===== config.mk =====
export PLATFORM = sky130hd
export DESIGN_NAME = data_mem_arbiter
export DESIGN_NICKNAME = d
export VERILOG_FILES = /design/src/rtl/data_arb_pkg.sv /design/src/rtl/data_arb_pick.sv /design/src/rtl/data_mem_arbiter.sv
export SDC_FILE = /design/constraint.sdc
export NUM_CORES = 1
export LEC_CHECK = 0
export CORE_MARGIN = 3
export CORE_UTILIZATION = 44
export CTS_CLUSTER_SIZE = 24
export DETAILED_ROUTE_END_ITERATION = 12
export PLACE_DENSITY = 0.86
export SYNTH_ARGS = -nofsm -noshare
export SYNTH_HDL_FRONTEND = slang
export SYNTH_SLANG_ARGS = --single-unit

===== constraint.sdc =====
create_clock -name clk -period 2.82 [get_ports clk]
set_input_delay 0.564 -clock clk [delete_from_list [all_inputs] [get_ports clk]]
set_output_delay 0.564 -clock clk [all_outputs]
set_load 0.01 [all_outputs]

===== src/rtl/data_arb_pkg.sv =====
// Shared types for the data-memory arbiter: FSM states, bus owners and
// memory strobe encoding.
package data_arb_pkg;

  typedef enum logic [1:0] {
    ST_IDLE  = 2'd0,
    ST_ISSUE = 2'd1,
    ST_WAIT  = 2'd2,
    ST_DONE  = 2'd3
  } state_e;

  typedef enum logic {
    OWN_CPU = 1'b0,
    OWN_DMA = 1'b1
  } owner_e;

  // Strobe bit 0 drives memread, bit 1 drives memwrite.
  localparam logic [1:0] STROBE_NONE  = 2'b00;
  localparam logic [1:0] STROBE_READ  = 2'b01;
  localparam logic [1:0] STROBE_WRITE = 2'b10;

  function automatic logic [1:0] strobe_for(input logic we);
    return we ? STROBE_WRITE : STROBE_READ;
  endfunction

endpackage


===== src/rtl/data_arb_pick.sv =====
// Grant selection between CPU and DMA. Round-robin on last owner when
// DATA_ARB_ROUND_ROBIN_EN is defined, otherwise fixed CPU priority.
module data_arb_pick
  import data_arb_pkg::*;
(
  input  logic   cpu_req_i,
  input  logic   dma_req_i,
  output owner_e grant_o
`ifdef DATA_ARB_ROUND_ROBIN_EN
  ,
  input  owner_e last_i
`endif
);

`ifdef DATA_ARB_ROUND_ROBIN_EN
  // Under contention the master that did not win last time gets the port.
  always_comb begin
    grant_o = OWN_CPU;
    if (cpu_req_i && dma_req_i) begin
      grant_o = (last_i == OWN_CPU) ? OWN_DMA : OWN_CPU;
    end else if (dma_req_i) begin
      grant_o = OWN_DMA;
    end else begin
      grant_o = OWN_CPU;
    end
  end
`else
  // CPU always wins; DMA only gets the port when the CPU is quiet.
  always_comb begin
    grant_o = OWN_CPU;
    if (cpu_req_i) begin
      grant_o = OWN_CPU;
    end else if (dma_req_i) begin
      grant_o = OWN_DMA;
    end else begin
      grant_o = OWN_CPU;
    end
  end
`endif

endmodule


===== src/rtl/data_mem_arbiter.sv =====
// Serialises CPU and DMA accesses onto one data-memory port with a busy
// watchdog. Define DATA_ARB_ROUND_ROBIN_EN for round-robin arbitration.
module data_mem_arbiter
  import data_arb_pkg::*;
#(
  parameter int unsigned ADDR_W   = 32,
  parameter int unsigned DATA_W   = 32,
  parameter int unsigned MAX_WAIT = 15
) (
  input  logic              clk,
  input  logic              rst_n,
  input  logic              cpu_req_i,
  input  logic              cpu_we_i,
  input  logic [ADDR_W-1:0] cpu_addr_i,
  input  logic [DATA_W-1:0] cpu_wdata_i,
  input  logic [3:0]        cpu_sign_mask_i,
  output logic [DATA_W-1:0] cpu_rdata_o,
  output logic              cpu_stall_o,
  input  logic              dma_req_i,
  input  logic              dma_we_i,
  input  logic [ADDR_W-1:0] dma_addr_i,
  input  logic [DATA_W-1:0] dma_wdata_i,
  input  logic [3:0]        dma_sign_mask_i,
  output logic [DATA_W-1:0] dma_rdata_o,
  output logic              dma_ack_o,
  output logic [ADDR_W-1:0] mem_addr_o,
  output logic [DATA_W-1:0] mem_wdata_o,
  output logic [3:0]        mem_sign_mask_o,
  output logic              mem_memread_o,
  output logic              mem_memwrite_o,
  input  logic [DATA_W-1:0] mem_read_data_i,
  input  logic              mem_busy_i,
  output logic              err_timeout_o
);

  localparam int unsigned CNT_W = $clog2(MAX_WAIT + 1);

  state_e              state_q, state_d;
  owner_e              owner_q, owner_d;
  owner_e              grant_s;
  logic                we_q, we_d;
  logic [ADDR_W-1:0]   addr_q, addr_d;
  logic [DATA_W-1:0]   wdata_q, wdata_d;
  logic [3:0]          mask_q, mask_d;
  logic [CNT_W-1:0]    cnt_q, cnt_d;
  logic [CNT_W-1:0]    cnt_inc_s;
  logic [DATA_W-1:0]   cpu_rdata_q, cpu_rdata_d;
  logic [DATA_W-1:0]   dma_rdata_q, dma_rdata_d;
  logic                err_q, err_d;
  logic                active_s;
  logic [1:0]          strobe_s;
`ifdef DATA_ARB_ROUND_ROBIN_EN
  owner_e              last_q, last_d;
`endif

  data_arb_pick u_pick (
    .cpu_req_i (cpu_req_i),
    .dma_req_i (dma_req_i),
    .grant_o   (grant_s)
`ifdef DATA_ARB_ROUND_ROBIN_EN
    ,
    .last_i    (last_q)
`endif
  );

  assign cnt_inc_s = cnt_q + CNT_W'(1);

  // Next-state logic: latch the winner in IDLE, watch busy in WAIT.
  always_comb begin
    state_d     = state_q;
    owner_d     = owner_q;
    we_d        = we_q;
    addr_d      = addr_q;
    wdata_d     = wdata_q;
    mask_d      = mask_q;
    cnt_d       = cnt_q;
    cpu_rdata_d = cpu_rdata_q;
    dma_rdata_d = dma_rdata_q;
    err_d       = err_q;
`ifdef DATA_ARB_ROUND_ROBIN_EN
    last_d      = last_q;
`endif
    case (state_q)
      ST_IDLE: begin
        if (cpu_req_i || dma_req_i) begin
          owner_d = grant_s;
          cnt_d   = '0;
          state_d = ST_ISSUE;
          if (grant_s == OWN_CPU) begin
            we_d    = cpu_we_i;
            addr_d  = cpu_addr_i;
            wdata_d = cpu_wdata_i;
            mask_d  = cpu_sign_mask_i;
          end else begin
            we_d    = dma_we_i;
            addr_d  = dma_addr_i;
            wdata_d = dma_wdata_i;
            mask_d  = dma_sign_mask_i;
          end
        end else begin
          state_d = ST_IDLE;
        end
      end
      ST_ISSUE: begin
        state_d = ST_WAIT;
      end
      ST_WAIT: begin
        if (!mem_busy_i) begin
          state_d = ST_DONE;
          if (owner_q == OWN_CPU) begin
            cpu_rdata_d = mem_read_data_i;
          end else begin
            dma_rdata_d = mem_read_data_i;
          end
        end else if (cnt_inc_s == CNT_W'(MAX_WAIT)) begin
          // Watchdog expiry: finish the access with zero data and flag it.
          cnt_d   = cnt_inc_s;
          state_d = ST_DONE;
          err_d   = 1'b1;
          if (owner_q == OWN_CPU) begin
            cpu_rdata_d = '0;
          end else begin
            dma_rdata_d = '0;
          end
        end else begin
          cnt_d = cnt_inc_s;
        end
      end
      ST_DONE: begin
        state_d = ST_IDLE;
`ifdef DATA_ARB_ROUND_ROBIN_EN
        last_d  = owner_q;
`endif
      end
      default: begin
        state_d = ST_IDLE;
      end
    endcase
  end

  // State and datapath registers.
  always_ff @(posedge clk or negedge rst_n) begin
    if (!rst_n) begin
      state_q     <= ST_IDLE;
      owner_q     <= OWN_CPU;
      we_q        <= 1'b0;
      addr_q      <= '0;
      wdata_q     <= '0;
      mask_q      <= 4'h0;
      cnt_q       <= '0;
      cpu_rdata_q <= '0;
      dma_rdata_q <= '0;
      err_q       <= 1'b0;
`ifdef DATA_ARB_ROUND_ROBIN_EN
      last_q      <= OWN_DMA;
`endif
    end else begin
      state_q     <= state_d;
      owner_q     <= owner_d;
      we_q        <= we_d;
      addr_q      <= addr_d;
      wdata_q     <= wdata_d;
      mask_q      <= mask_d;
      cnt_q       <= cnt_d;
      cpu_rdata_q <= cpu_rdata_d;
      dma_rdata_q <= dma_rdata_d;
      err_q       <= err_d;
`ifdef DATA_ARB_ROUND_ROBIN_EN
      last_q      <= last_d;
`endif
    end
  end

  // Memory-side outputs are decoded from registers only, so an async reset
  // drops the strobes immediately.
  assign active_s        = (state_q == ST_ISSUE) || (state_q == ST_WAIT);
  assign strobe_s        = active_s ? strobe_for(we_q) : STROBE_NONE;
  assign mem_memread_o   = strobe_s[0];
  assign mem_memwrite_o  = strobe_s[1];
  assign mem_addr_o      = active_s ? addr_q  : '0;
  assign mem_wdata_o     = active_s ? wdata_q : '0;
  assign mem_sign_mask_o = active_s ? mask_q  : 4'h0;

  assign cpu_rdata_o   = cpu_rdata_q;
  assign dma_rdata_o   = dma_rdata_q;
  assign err_timeout_o = err_q;
  assign dma_ack_o     = (state_q == ST_DONE) && (owner_q == OWN_DMA);
  assign cpu_stall_o   = cpu_req_i & ~((state_q == ST_DONE) && (owner_q == OWN_CPU));

endmodule


Word level (Yosys, flattened, before mapping):

Cells that the tools add are included.

* reductions and logical operators: 12
* eq/ne operators: 11
* bitwise logic cells: 3
* add/sub/neg operators: 1
* multiplexer cells: 26

Operator list (number)
* $mux W32: 12
* $mux W4: 4
* $ne A2 B2 Y1 const B: 5
* $mux W2: 4
* $pmux W2 S4: 1
* $pmux W4 S2: 1
* $reduce_and A4 Y1: 2
* $reduce_and A3 Y1: 2
* $add A4 B1 Y4 const B: 1
* $eq A2 B2 Y1 const B: 2
* $eq A4 B4 Y1 const B: 1
* $mux W1: 4
* $reduce_bool A2 Y1: 2
* $ne A3 B3 Y1 const B: 1
* $eq A2 B1 Y1 const B: 1
* $logic_and A1 B1 Y1: 2
* $logic_not A2 Y1: 1
* $logic_or A1 B1 Y1: 2
* $ne A2 B1 Y1 const B: 1
* $not A1 Y1: 2
* $reduce_and A2 Y1: 1
* $and A1 B1 Y1: 1

* bits of input ports: 175
* output and inout bits: 137
* logic and storage cells: 63
* register bits: 141

Depth between registers and ports, before layout:

Gate-level depths: netlist of the first run.

* depth in word-level cells: 5
* gate-level depth with buffers: 8
* depth with buffers taken out: 6

Modules after synthesis:

From an unflattened synthesis of the first run, not the netlist that was laid out.

* cells, all modules: 585
* area total of the unflattened synthesis: 6490.0 um^2

Modules (own cells, without submodules)
* data_mem_arbiter: instances 1, cells an instance 584, seq. area each 3528.4 um^2, area each 6476.2 um^2
* data_arb_pick: instances 1, cells an instance 1, seq. area each 0.0 um^2, area each 13.8 um^2

Worst setup path after synthesis of the first run:

No wires, ideal clock.

* path type: reg2reg
* from: reg cnt_q[0]
* to: reg dma_rdata_q[10] (netlist: dma_rdata_o[10])
* required time: 2.699 ns
* setup slack: 1.090 ns
* path buffers: 1
* cell stages (with the launch flop): 7
* setup time: 0.121 ns
* arrival: 1.609 ns
* clock period less this slack: 1.730 ns
* cell sequence: dfrtp_1 > ha_1 > nand2b_1 > a211oi_4 > o21bai_2 > buf_6 > a22o_1

* longest elaborated chain between the ends: 4
* elaborated cells between the ends (all ways): 5
* those cells by class: add/sub: 1; eq/ne: 3; reduce/logical: 1

RTL lines
* from (decl): line data_mem_arbiter.sv:45 `logic [CNT_W-1:0] cnt_q, cnt_d;`
* from (signal assigned): line data_mem_arbiter.sv:164 `cnt_q <= cnt_d;`
* $add A4 B1 Y4 (*): line data_mem_arbiter.sv:66 `assign cnt_inc_s = cnt_q + CNT_W'(1);`
* $eq A4 B4 Y1 (*): line data_mem_arbiter.sv:115 `end else if (cnt_inc_s == CNT_W'(MAX_WAIT)) begin`
* $ne A2 B2 Y1 (no line) / $ne A2 B1 Y1 (equally long branches)
* $reduce_and A4 Y1 (no line) (*)
* to (signal assigned): line data_mem_arbiter.sv:166 `dma_rdata_q <= dma_rdata_d;`
* to (decl): line data_mem_arbiter.sv:48 `logic [DATA_W-1:0] dma_rdata_q, dma_rdata_d;`

Every way passes the cells marked *; elsewhere a longest branch is shown, timed or not.
A chain may end at the register's enable or synchronous reset.

Worst setup path in the final report of the first run:

* from: reg state_q[1]
* to: out mem_sign_mask_o[2]

* longest elaborated chain between the ends: 3
* elaborated cells between the ends (all ways): 4
* those cells by class: eq/ne: 2; mux: 1; reduce/logical: 1

RTL lines
* from (decl): line data_mem_arbiter.sv:38 `state_e state_q, state_d;`
* from (signal assigned): line data_mem_arbiter.sv:158 `state_q <= state_d;`
* $eq A2 B1 Y1 / $eq A2 B2 Y1 (equally long branches): line data_mem_arbiter.sv:176 `assign active_s = (state_q == ST_ISSUE) || (state_q == ST_WAIT);`
* $logic_or A1 B1 Y1 (*): line data_mem_arbiter.sv:176
* $mux W4 (*): line data_mem_arbiter.sv:182 `assign mem_sign_mask_o = active_s ? mask_q : 4'h0;`
* to (decl): line data_mem_arbiter.sv:28 `output logic [3:0] mem_sign_mask_o,`

Marked as above.

==> results.py, run 1 <==
metrics = {
    "finish": {
        "fill_cells": 982,
        "drive_gt1_share_pct": 6.881,
        "num_antenna_cells": 0,
        "utilization_pct": 74.01,
        "fin_cells": 1081,
        "area_growth_pct": 61.77,
        "final_area_um2": 10470,
        "nNetsFinal": 1069,
    },
    "synthesis": {
        "synth_top_area_share_pct": 54.50,
        "ys_top_cells_by_area": "dfrtp_1 (55%), mux2i_1 (11%), a22o_1 (9.2%), and2_1 (6.9%), o21ai_0 (5.0%)",
        "synth.avg_cell_area_um2": 11.07,
        "synth_nets": 765,
        "synth_area_um2": 6474,
        "yosysWarnings": 0,
        "async_flop_share_pct": 100.0,
        "synth_common_cells": "dfrtp_1 (141), nand2_1 (73), and2_1 (71)",
        "synth-seq-cells": 141,
        "yosysSeqAreaShare_pct": 54.50,
        "synth_cell_types": 36,
        "synth_edf_count": 0,
        "ys.flop_type": "dfrtp_1",
        "yosysMostFrequentCell": "dfrtp_1",
        "synthCells": 585,
        "yosys.area.top_type": "dfrtp_1",
    },
    "worst_setup_path": {
        "required_ps": 2260,
        "crit_type": "reg -> out",
        "slowest_stage": "clkdlybuf4s50_1",
        "path_max_fanout": 34,
        "r2r-start": "cnt_q[0]",
        "crit_path_cell_trace": "inv_1, ha_4, buf_12, and2_1, clkdlybuf4s50_1",
        "setup.worst_path.start": "state_q[1]",
        "arrival_ps": 2150,
        "end_kind": "output port",
        "cpPeakStageDelay_ps": 570,
        "start_kind": "flip-flop",
    },
    "power_and_ir_drop": {
        "p_seq_share_pct": 30.7,
        "power.switching_mw": 3.941,
        "sw_frac_of_total_pct": 34.46,
        "powerDensity_nw_per_um2": 1092,
        "leakagePower_nw": 4.578,
        "pwr-share-comb_pct": 50.0,
        "vdd_ir_drop_max_uv": 508.8,
        "power_mw": 11.44,
        "p_int_mw": 7.495,
        "clock_power_share_pct": 19.3,
    },
    "cts": {
        "htreeDepth": 4,
        "cts_setup_buffers": 0,
        "cts_hold_buf": 0,
        "cts_made_buffers": 17,
        "path_clk_slew_ps": 60,
        "cts_tree": "done",
        "cts.sinks": 141,
        "clockBufferDepth": 2,
        "clk_latency_ps": 410,
        "cts-root-buf": "clkbuf_16",
    },
    "sta": {
        "hold_viol": 0,
        "fin_crit_ps": 2712,
        "rsz0062_at_grt": "false",
        "fmax_mhz": 368.7,
        "finalSetupViolations": 0,
        "setup_ws_ps": 108.0,
        "tns_ps": 0,
        "worst_pin_slew_ps": 559.7,
        "slew_viol_final": 0,
        "fin_skew_ps": 8.184,
        "relSlewSlack_pct": 62.69,
        "fin_crit_sh_pct": 96.17,
        "hold-worst-slack_ps": 120.7,
    },
    "global_routing": {
        "antenna_found_initial": 0,
        "overflow": 0,
        "grt.total_usage_pct": 24.83,
        "grt_pass1_wl_mm": 31.22,
        "grt_pass1_vias": 5797,
        "grt_max_degree": 60,
    },
    "job": {
        "maxCapViolCount": 0,
    },
    "floorplan": {
        "dieArea_um2": 16200,
        "core_area_um2": 14150,
        "die_h_um": 127.3,
        "row_count": 43,
        "start_util_pct": 45.75,
        "ios": 312,
        "die_w_um": 127.3,
    },
    "route": {
        "firstDrtPassIters": 5,
        "via_per_inst": 5.205,
        "antenna_left": 0,
        "drc": 0,
        "drtIter0Drc": 274,
        "wirelength_mm": 19.93,
        "drt-wirelength-per-cell_um": 18.44,
        "vias": 5627,
    },
    "placement": {
        "dpl.hpwl_mm": 14.56,
        "gp_congestion": 0.8256,
        "post-place-ws_ps": 385.2,
        "dpl-instance-area_um2": 9842,
        "place_inst": 1049,
        "io_buffers": 311,
    },
    "outcome": {
        "status": "finished, final reports clean",
    },
    "worst_hold_path": {
        "hp-class": "in -> async",
    },
}
## critical path: cells and delay by family (launching register included)
kind | cells | cell delay [ps]
simple gates | 1 | 150
fa+ha+maj | 1 | 340
flops | 1 | 370
buf+inv | 3 | 850
## cell usage in the layout, fill, tap and decap left out, types with 2 or more instances in the layout
master / Yosys / layout
clkdlybuf4s50_1: 0 / 309
dfrtp_1: 141 / 141
nand2_1: 73 / 73
and2_1: 71 / 70
mux2i_1: 69 / 69
a22o_1: 68 / 68
o21ai_0: 65 / 65
clkbuf_16: 0 / 17
o21ai_1: 10 / 9
buf_4: 2 / 9
buf_12: 0 / 8
inv_1: 6 / 6
ha_1: 5 / 4
clkinvlp_4: 0 / 4
nor2_1: 4 / 3
a21oi_1: 3 / 3
inv_6: 0 / 3
nor3_1: 2 / 2
a21o_1: 2 / 2
nand4_1: 2 / 2
nand3b_1: 2 / 2
bufinv_16: 0 / 2
clkbuf_8: 0 / 2
clkinv_2: 0 / 2
## cells by family after synthesis
kind of cell	share of synthesized area, %
and+or+nand+nor	12.89
muxes	10.84
AOI/OAI and AO/OA	16.93
adders and majority gates	0.9664
DFF	54.50
buffers and inverters	3.865
## final timing paths
check / slack (ps) / cells after the start / end
min: 120 / 1 / dma_rdata_o[10]
max: 110 / 5 / mem_sign_mask_o[2]
min reg2reg: 470 / 2 / wdata_q[2]
max in group asynchronous: 1900 / 2 / cpu_rdata_o[8]
min in group clk: 470 / 2 / wdata_q[2]
max reg2reg: 820 / 6 / dma_rdata_o[3]
## layer usage
metal | wire, µm | track usage (%) | up-vias
met2 | 10220 | 42.49 | 253
met4 | 428 | 8.896 | 0
met1 | 7754 | 30.04 | 2679
met5 | 0 | 0 | -
met3 | 1528 | 6.940 | 27
li1 | - | - | 2668
## cell type report
class                           instances  area [µm²]  area share (%)
Timing Repair Buffer                  329        3372           32.20
Inverter                                6       22.52          0.2151
Clock buffer                           19       452.9           4.325
Multi-Input combinational cell        394        2736           26.13
Sequential cell                       141        3528           33.69
Clock inverter                         12       135.1           1.290
Tap cell                              180       225.2           2.151
## power by group through the flow
stage          Clock [mW]  Combinational, mW  Sequential (mW)
2_1_floorplan           0               2.38             3.58
3_3_place_gp            0               5.47             3.50
3_5_place_dp            0               5.58             3.53
4_1_cts              2.24               5.81             3.51
5_1_grt              2.33               6.20             3.62
6_report             2.20               5.72             3.51
## state kept, by name (all words and copies together) (netlist names)
| signal | flops |
|---|---|
| cpu_rdata_o | 32 |
| owner_q | 1 |
| wdata_q | 32 |
| dma_rdata_o | 32 |
| err_timeout_o | 1 |
| mask_q | 4 |
| we_q | 1 |
| state_q | 2 |
| cnt_q | 4 |
| addr_q | 32 |
## repair_timing
item                                    CTS  global route
gates resized for setup                   1             3
endpoints found under the setup margin   13            33
gates cloned                              1             0
Power figures use the tool's default switching activity.
==> run 2, diff against run 1 <==
- SETUP_SLACK_MARGIN: default -> 0.05
==> results.py, run 2 (synthesis results as in run 1) <==
metrics = {
    "outcome": {
        "status": "finished, final reports clean",
    },
    "cts": {
        "cts-root-buf": "clkbuf_16",
        "clockBufferDepth": 2,
        "cts_tree": "done",
        "cts_made_buffers": 17,
        "cts.sinks": 141,
        "cts_hold_buf": 0,
        "clk_latency_ps": 410,
        "path_clk_slew_ps": 60,
        "htreeDepth": 4,
    },
    "placement": {
        "io_buffers": 311,
        "post-place-ws_ps": 385.2,
        "dpl.hpwl_mm": 14.56,
        "dpl-instance-area_um2": 9842,
        "gp_congestion": 0.8256,
        "place_inst": 1049,
    },
    "power_and_ir_drop": {
        "leakagePower_nw": 4.600,
        "powerDensity_nw_per_um2": 1097,
        "vdd_ir_drop_max_uv": 508.3,
    },
    "floorplan": {
        "die_w_um": 127.3,
        "die_h_um": 127.3,
        "ios": 312,
        "start_util_pct": 45.75,
        "dieArea_um2": 16200,
        "row_count": 43,
        "core_area_um2": 14150,
    },
    "worst_setup_path": {
        "r2r_setup_slack_ps": 830,
        "end_kind": "output port",
        "cpPeakStageDelay_ps": 550,
        "slowest_stage": "clkdlybuf4s50_1",
        "crit_type": "reg -> out",
        "required_ps": 2260,
        "cp_top_family": "buffers and inverters",
        "start_kind": "flip-flop",
        "path_buf_inv": 3,
        "path_max_fanout": 17,
        "arrival_ps": 2110,
        "crit_path_cell_trace": "inv_1, ha_4, buf_12, and2_1, clkdlybuf4s50_1",
    },
    "global_routing": {
        "grt_max_degree": 60,
        "grt_pass1_wl_mm": 31.22,
        "antenna_found_initial": 0,
        "overflow": 0,
        "grt.total_usage_pct": 24.83,
        "grt_pass1_vias": 5793,
    },
    "route": {
        "vias": 5639,
        "wl_met3_mm": 1.499,
        "wirelength_met1_mm": 7.827,
        "firstDrtPassIters": 5,
        "routed.top_layer": "met4",
        "drt-wirelength-per-cell_um": 18.46,
        "drc": 0,
        "wl_met2_mm": 10.25,
        "drtIter0Drc": 241,
        "antenna_left": 0,
        "via_per_inst": 5.207,
        "wirelength_mm": 19.99,
    },
    "worst_hold_path": {
        "hp-class": "in -> async",
    },
    "sta": {
        "fin_crit_sh_pct": 94.97,
        "finalSetupViolations": 0,
        "hold_viol": 0,
        "tns_ps": 0,
        "fin_crit_ps": 2678,
        "fin_skew_ps": 8.243,
        "fmax_mhz": 373.4,
        "worst_pin_slew_ps": 560.6,
        "setup_ws_ps": 141.9,
        "slew_viol_final": 0,
        "hold-worst-slack_ps": 121.4,
        "rsz0062_at_grt": "true",
        "relSlewSlack_pct": 62.62,
    },
    "finish": {
        "regArea_um2": 3528,
        "final_common_cell": "clkdlybuf4s50_1",
        "area_growth_pct": 62.20,
        "fin_cells": 1083,
        "final_area_um2": 10500,
        "num_antenna_cells": 0,
        "mostFrequentLayoutCells": "clkdlybuf4s50_1 (307), dfrtp_1 (141), nand2_1 (73)",
        "nNetsFinal": 1071,
        "drive_gt1_share_pct": 6.977,
        "fill_cells": 979,
        "multiInputGateArea_um2": 2734,
    },
    "job": {
        "maxCapViolCount": 0,
    },
}
-- run 2: metal layers --
layer	vias to the layer above	global-route usage, %
met5	-	0
met3	25	6.898
met2	255	42.52
li1	2667	-
met1	2692	30.04
met4	0	8.896
-- run 2: worst paths after layout --
check	start	end	cells after the start
min in group clk	wdata_q[2]	wdata_q[2]	2
min	rst_n	dma_rdata_o[10]	1
min reg2reg	wdata_q[2]	wdata_q[2]	2
max	state_q[1]	mem_addr_o[6]	5
max in group asynchronous	rst_n	cpu_rdata_o[8]	2
max reg2reg	cnt_q[0]	dma_rdata_o[3]	6
-- run 2: area by class of cell --
type | count | area share (%)
tap | 180 | 2.145
multi-input combinational | 394 | 26.04
clock inverter | 12 | 1.287
clock buffer | 19 | 4.314
timing repair buffer | 331 | 32.40
sequential | 141 | 33.60
inverter | 6 | 0.2145
-- run 2: timing repair --
action,CTS,global route
pin swaps,0,1
resized for setup,4,1
hold endpoints to repair,0,0
cloned,1,1
setup endpoints to repair,67,23
setup buffers,0,1
-- run 2: through the flow --
step                total power, mW  utilization (%)
floorplan                     5.954                -
global placement              8.962            69.56
detailed placement            9.107            69.56
CTS                           11.54            73.96
global route                  12.24            74.21
finish                        11.52            74.21
-- run 2: power by group --
part	switching [mW]	internal, mW	leakage (nW)
clock	0.855	1.35	0.278
sequential	0.553	2.96	1.76
combinational	2.55	3.25	2.56
total	3.96	7.56	4.60
-- run 2: worst register-to-register path, delay by kind of cell (launching register included) --
kind                     cells  cell delay, ps
flip-flops                   1             440
adder cells (fa/ha/maj)      1             270
AO/OA/AOI/OAI                3             690
buffers and inverters        1             250
AND/OR/NAND/NOR              1             220
